===== src/rtl/uart_bus_arbiter.sv =====
// Round-robin arbiter sharing the UART peripheral port among NUM_REQ bus masters.
// One transaction at a time: IDLE picks a winner, ISSUE drives the UART, RESP answers the master.
module uart_bus_arbiter #(
  parameter int NUM_REQ    = 2,
  parameter int ADDR_WIDTH = 32,
  parameter int DATA_WIDTH = 32,
  parameter int TIMEOUT    = 255
) (
  input  logic                          clk,
  input  logic                          reset,
  input  logic [NUM_REQ-1:0]            m_req_valid,
  input  logic [NUM_REQ*ADDR_WIDTH-1:0] m_addr,
  input  logic [NUM_REQ*DATA_WIDTH-1:0] m_wrt_data,
  input  logic [NUM_REQ-1:0]            m_we,
  output logic [NUM_REQ-1:0]            m_ready,
  output logic [NUM_REQ-1:0]            m_err,
  output logic [DATA_WIDTH-1:0]         m_rd_data,
  output logic [NUM_REQ-1:0]            grant,
  output logic [ADDR_WIDTH-1:0]         s_addr,
  output logic [DATA_WIDTH-1:0]         s_wrt_data,
  output logic                          s_we,
  output logic                          s_req_valid,
  input  logic [DATA_WIDTH-1:0]         s_rd_data,
  input  logic                          s_data_valid,
  output logic [1:0]                    dbg_state
);

  localparam int IW = (NUM_REQ > 1) ? $clog2(NUM_REQ) : 1;

  typedef enum logic [1:0] {
    IDLE  = 2'd0,
    ISSUE = 2'd1,
    RESP  = 2'd2
  } state_t;

  state_t                 state, state_nxt;
  logic [IW-1:0]          last_grant;
  logic [IW-1:0]          grant_idx;
  logic [ADDR_WIDTH-1:0]  hold_addr;
  logic [DATA_WIDTH-1:0]  hold_data;
  logic                   hold_we;
  logic [DATA_WIDTH-1:0]  rd_cap;
  logic                   err;
  logic [7:0]             cnt;

  logic                   win_found;
  logic [IW-1:0]          win_idx;
  logic [NUM_REQ-1:0]     win_onehot;
  logic [IW-1:0]          pick;
  logic                   accept;
  logic                   timeout_hit;

  // Search starts just after the last owner, so the master that just finished ranks last.
  always_comb begin
    win_found  = 1'b0;
    win_idx    = '0;
    win_onehot = '0;
    pick       = '0;
    for (int k = 1; k <= NUM_REQ; k++) begin
      pick = IW'((int'(last_grant) + k) % NUM_REQ);
      if (!win_found && m_req_valid[pick]) begin
        win_found        = 1'b1;
        win_idx          = pick;
        win_onehot       = '0;
        win_onehot[pick] = 1'b1;
      end
    end
  end

  // Handshake: the UART accepts when s_req_valid and s_data_valid are both 1 in the same
  // cycle; only a solid 1 counts, so an unknown s_data_valid keeps the request pending.
  always_comb begin
    accept = 1'b0;
    if (state == ISSUE && s_data_valid == 1'b1) accept = 1'b1;
  end

  assign timeout_hit = (cnt == 8'(TIMEOUT - 1));

  always_comb begin
    state_nxt = state;
    case (state)
      IDLE:    if (win_found) state_nxt = ISSUE;
      ISSUE:   if (accept || timeout_hit) state_nxt = RESP;
      RESP:    state_nxt = IDLE;
      default: state_nxt = IDLE;
    endcase
  end

  always_ff @(posedge clk or negedge reset) begin
    if (!reset) state <= IDLE;
    else        state <= state_nxt;
  end

  always_ff @(posedge clk or negedge reset) begin
    if (!reset) begin
      last_grant <= IW'(NUM_REQ - 1);
      grant_idx  <= '0;
      grant      <= '0;
      hold_addr  <= '0;
      hold_data  <= '0;
      hold_we    <= 1'b0;
      rd_cap     <= '0;
      err        <= 1'b0;
      cnt        <= '0;
    end else begin
      case (state)
        IDLE: begin
          if (win_found) begin
            grant_idx <= win_idx;
            grant     <= win_onehot;
            hold_addr <= m_addr[win_idx*ADDR_WIDTH +: ADDR_WIDTH];
            hold_data <= m_wrt_data[win_idx*DATA_WIDTH +: DATA_WIDTH];
            hold_we   <= m_we[win_idx];
            rd_cap    <= '0;
            err       <= 1'b0;
            cnt       <= '0;
          end
        end
        ISSUE: begin
          // Accept on the last allowed cycle still wins over the timeout.
          if (accept)           rd_cap <= hold_we ? '0 : s_rd_data;
          else if (timeout_hit) err    <= 1'b1;
          else                  cnt    <= cnt + 8'd1;
        end
        RESP: begin
          last_grant <= grant_idx;
          grant      <= '0;
        end
        default: ;
      endcase
    end
  end

  always_comb begin
    s_req_valid = (state == ISSUE);
    s_addr      = (state == ISSUE) ? hold_addr : '0;
    s_wrt_data  = (state == ISSUE) ? hold_data : '0;
    s_we        = (state == ISSUE) && hold_we;
    m_ready     = (state == RESP) ? grant : '0;
    m_err       = (state == RESP && err) ? grant : '0;
    m_rd_data   = (state == RESP) ? rd_cap : '0;
    dbg_state   = state;
  end

endmodule


===== config.mk =====
export PLATFORM = sky130hd
export DESIGN_NAME = uart_bus_arbiter
export DESIGN_NICKNAME = d
export VERILOG_FILES = /design/src/rtl/uart_bus_arbiter.sv
export SDC_FILE = /design/constraint.sdc
export NUM_CORES = 1
export LEC_CHECK = 0
export CORE_MARGIN = 2
export CORE_UTILIZATION = 41
export DETAILED_ROUTE_END_ITERATION = 8
export PLACE_DENSITY = 0.81
export SYNTH_ARGS = -nofsm -noshare
export SYNTH_HDL_FRONTEND = slang
export SYNTH_SLANG_ARGS = --single-unit
export TNS_END_PERCENT = 50

===== constraint.sdc =====
create_clock -name clk -period 2.19 [get_ports clk]
set_input_delay 0.438 -clock clk [delete_from_list [all_inputs] [get_ports clk]]
set_output_delay 0.438 -clock clk [all_outputs]
set_load 0.02 [all_outputs]

== Word-level counts from Yosys, hierarchy flattened ==
Index checks and enable logic that the tools add are counted.
Word-level totals
  bits of input ports: 167
  output and inout port bits: 106
  flip-flop bits (word level): 112
  word-level logic and storage cells: 85
Operators by class
  eq/ne operators: 9
  add/subtract/negate cells: 3
  magnitude comparators: 5
  muxes and demuxes: 39
  shifts and indexed selects: 2
  reductions and logical operators: 17
Operators with widths (count)
  $mux 32: 6
  $shiftx 64x7->32: 2
  $pmux 32 s2: 1
  $mux 8: 3
  $mux 1: 16
  $pmux 8 s2: 1
  $mux 2: 7
  $add 8x1->8 const B: 1
  $eq 8x8->1 const B: 1
  $pmux 2 s2: 2
  $reduce_and 4->1: 2
  $logic_and 1x1->1: 6
  $lt 1x2->1 const B: 3
  $ne 2x1->1 const B: 3
  $ne 2x2->1 const B: 3
  $reduce_and 2->1: 3
  $reduce_bool 2->1: 2
  $reduce_and 3->1: 1
  $add 1x1->1 const B: 2
  $demux 1 s1: 2
  $eq 2x1->1 const B: 1
  $eq 2x2->1 const B: 1
  $ge 1x1->1 const B: 2
  $logic_not 2->1: 1
  other kinds (3): 3

== Logic depth before layout (Yosys ltp) ==
  depth in word-level cells: 9
  depth in mapped cells: 7
  depth with buffers taken out: 7

== Least setup slack after synthesis ==
OpenSTA, ideal clock, no wires.
  kind: flip-flop to output port
  start: register state[1], in the netlist dbg_state[1]
  end: output port s_wrt_data[22]
  path buffers: 1
  stages on the path, launching flop included: 5
  arrival: 1.489 ns
  data required time: 1.752 ns
  setup slack: 0.263 ns
  path through: dfrtp_1 -> nand2b_2 -> inv_2 -> clkbuf_1 -> and2_1
Between the ends
  word-level cells in the longest chain between the ends: 2
Ends and longest elaborated chain
  from (decl): line 36  | state_t state, state_nxt;
  from (signal assigned): line 91  | else state <= state_nxt;
  $eq 2x1->1
  named net s_req_valid: line 22  | output logic s_req_valid,
  $mux 32: line 137  | s_wrt_data = (state == ISSUE) ? hold_data : '0;
  to (decl): line 20  | output logic [DATA_WIDTH-1:0] s_wrt_data,
The timed path passes the listed nets, and every way through them passes these cells.

== Worst setup path in the final report ==
  start: register state[1], in the netlist dbg_state[1]
  end: output port s_addr[31]
Between the ends
  word-level cells in the longest chain between the ends: 2
Ends and longest elaborated chain
  $eq 2x1->1: line 136  | s_addr = (state == ISSUE) ? hold_addr : '0;
  $mux 32: line 136
  to (decl): line 19  | output logic [ADDR_WIDTH-1:0] s_addr,
Every way passes these cells.

==> results_dict.tcl <==
set metrics [dict create \
    outcome "finished clean" \
    synth_common_cells "nand2_1 (133), dfrtp_1 (111), and2_1 (100)" \
    wl_per_cell_um 15.33 \
    fin_area_um2 8730 \
    pwr-share-comb 0.473 \
    drt_wl_total_um 16110 \
    cp-end-kind "primary output" \
    vias 5221 \
    top_layer "met4" \
    synth_area_leaders "dfrtp_1 (49%), mux2i_1 (11%), and2_1 (11%), nand2_1 (8.8%), o21ai_0 (8.3%)" \
    total_leakage_power_nw 4.200 \
    routed-wl-met3_um 1144 \
    ys_warn_count 0 \
    dr_wl_met2_um 8069 \
    postPlaceCellArea_um2 8710 \
    place_congestion 0.8194 \
    dr.first_iter.drc_count 254 \
    yosys.area.top_type "dfrtp_1" \
    vias_per_cell 4.968 \
    synthArstFlopShare 1.000 \
    die_h_um 121.5 \
    yosysSeqAreaShare 0.4954 \
    cts-root-buf "clkbuf_16" \
    postCtsHoldBufs 0 \
    dpl.hpwl_um 12610 \
    netlist_area_um2 5660 \
    clkPwrFrac 0.159 \
    worst_pin_slew_ns 0.4728 \
    clkTransAtPathRegs_ns 0.07 \
    grt_pass1_wl_um 25700 \
    critPathLaunchType "flop" \
    cts_buffer_depth 2 \
    layout_setup_ws_ns 0.09075 \
    grt.overflow.total 0 \
    regArea_um2 2804 \
    clock_latency_ns 0.34 \
    rsz0062_at_grt "false" \
    io_pins 273 \
    initial_utilization 0.4241 \
    n_antenna_cell 0 \
    seqPwrFrac 0.367 \
    rows 42 \
    min_path_type "input port to asynchronous set/reset pin" \
    powerDensity_nw_per_um2 1114 \
    critPathArrivalTime_ns 1.66 \
    maxCapViolCount 0 \
    synth_seq_cells 112 \
    nFillCells 1090 \
    h-tree-depth 3 \
    ys.flop_type "dfrtp_1" \
    drc 0 \
    hold_viol 0 \
    yosysMostFrequentCell "nand2_1" \
    pre_cts_ws_ns 0.04921 \
    port_buffers 272 \
    synth.distinct_cells 41 \
    finalNetCount 1040 \
    synth_edf_count 0 \
    path_class "flop to primary output" \
    timing.rr.start "cnt[0]" \
    slew_headroom 0.6848 \
    slew_violations 0 \
    track_usage 0.2201 \
    dp_cells 1036 \
    post_synth.cell_area_avg_um2 9.295 \
    grt_antenna_before_repair 0 \
    final.period_utilization 0.9586 \
    peakVddDrop_mv 0.6018 \
    syn_nets 778 \
    dieWidth_um 121.5 \
    dr.pass1.iters 4 \
    numCtsBuffers 9 \
    area_delta_synth_final_pct 54.22 \
    drive_gt1_frac 0.1006 \
    required_ns 1.75 \
    switching_share 0.4039 \
    cts_tree "done" \
    synth_cells 609 \
    cell_internal_pwr_w 0.005799 \
    core_um2 13350 \
    synth.top_cell.area_share 0.4907 \
    dieArea_um2 14760 \
    cp_max_fo 28 \
    grt_max_degree 79 \
    crit_start "dbg_state[1]" \
    drt.antenna.violating_nets 0 \
    finalSetupViolCount 0 \
    skew_ns 0.007755 \
    multi_input_area_um2 2656 \
    power_switching_w 0.003930 \
    grt_pass1_vias 5366 \
    period_minus_slack_ns 2.099 \
    max_freq_ghz 0.4764 \
    met1Wirelength_um 6523 \
    stdcell_count 1051 \
    cts.sinks 112 \
]
[metal layers]
layer  GRT usage  up-vias
met4     0.06897        0
met3     0.04276       27
li1            -     2534
met5           0        -
met1      0.2674     2422
met2      0.3943      238
[final timing paths]
check | slack, ns | to | depth (start not counted)
setup reg to reg | 0.49 | cnt[7] | 7
min in group clk | 0.47 | hold_addr[31] | 2
hold / removal | 0.04 | rd_cap[16] | 1
max in group asynchronous | 1.48 | rd_cap[9] | 2
hold reg to reg | 0.47 | hold_addr[31] | 2
setup / recovery | 0.09 | s_addr[31] | 5
[power groups by stage]
stage          Sequential (W)  Combinational (W)  Clock (W)
5_1_grt               0.00369            0.00510    0.00168
2_1_floorplan         0.00342            0.00288          0
4_1_cts               0.00358            0.00473    0.00159
3_3_place_gp          0.00356            0.00495          0
3_5_place_dp          0.00361            0.00510          0
6_report              0.00357            0.00460    0.00155
[cells in the final DEF, fill, tap and decap left out, drive strengths merged, types with 5 or more instances in the layout]
master,synthesis,final
nand2,134,134
nand3,6,6
nor2,7,7
mux2i,65,65
o21ai,101,101
clkdlybuf4s15,0,8
clkdlybuf4s50,0,169
clkbuf,21,53
and2,100,100
dfrtp,111,111
dlygate4sd2,0,53
buf,21,23
and3,6,6
inv,5,5
[logic make-up after synthesis]
group,Yosys count,synth area share
AND/OR/NAND/NOR,263,0.2294
multiplexers,66,0.1169
flip-flops,112,0.4954
adder cells (fa/ha/maj),2,0.004420
AO/OA/AOI/OAI,119,0.1154
buffers and inverters,47,0.03846
[state kept, by name (all words and copies together) (netlist names)]
name,cells
last_grant,1
grant,2
hold_we,1
err,1
grant_idx,1
dbg_state,2
hold_addr,32
cnt,8
rd_cap,32
hold_data,32
[cell type report]
| type | instances | area share |
|---|---|---|
| clock buffer | 13 | 0.03096 |
| inverter | 5 | 0.002150 |
| multi-input combinational | 450 | 0.3043 |
| sequential | 112 | 0.3212 |
| tap | 176 | 0.02523 |
| clock inverter | 2 | 0.001577 |
| timing repair buffer | 293 | 0.3146 |
[critical path: stages, from the launching register on]
cell and delay, ns:
dfrtp_1 0.39, nand2b_2 0.20, inv_2 0.10, buf_12 0.16
and2_1 0.13, dlygate4sd2_1 0.35
[per-stage QoR]
| stage | total power [W] | TNS [ns] | util | hold WS, ns |
|---|---|---|---|---|
| 2_1_floorplan | 0.006295 | 0 | - | 0.1424 |
| 3_3_place_gp | 0.008511 | 0 | 0.6525 | 0.4219 |
| 3_5_place_dp | 0.008706 | 0 | 0.6525 | 0.4270 |
| 4_1_cts | 0.009899 | -0.002598 | 0.6647 | 0.06407 |
| 5_1_grt | 0.01047 | 0 | 0.6540 | 0.07787 |
| 6_report | 0.009728 | 0 | 0.6540 | 0.04201 |
[what timing repair did]
action	4_1_cts	5_1_grt
endpoints found under the setup margin	101	48
resized for setup	104	86
buffers inserted	0	0
Power figures use the tool's default switching activity.
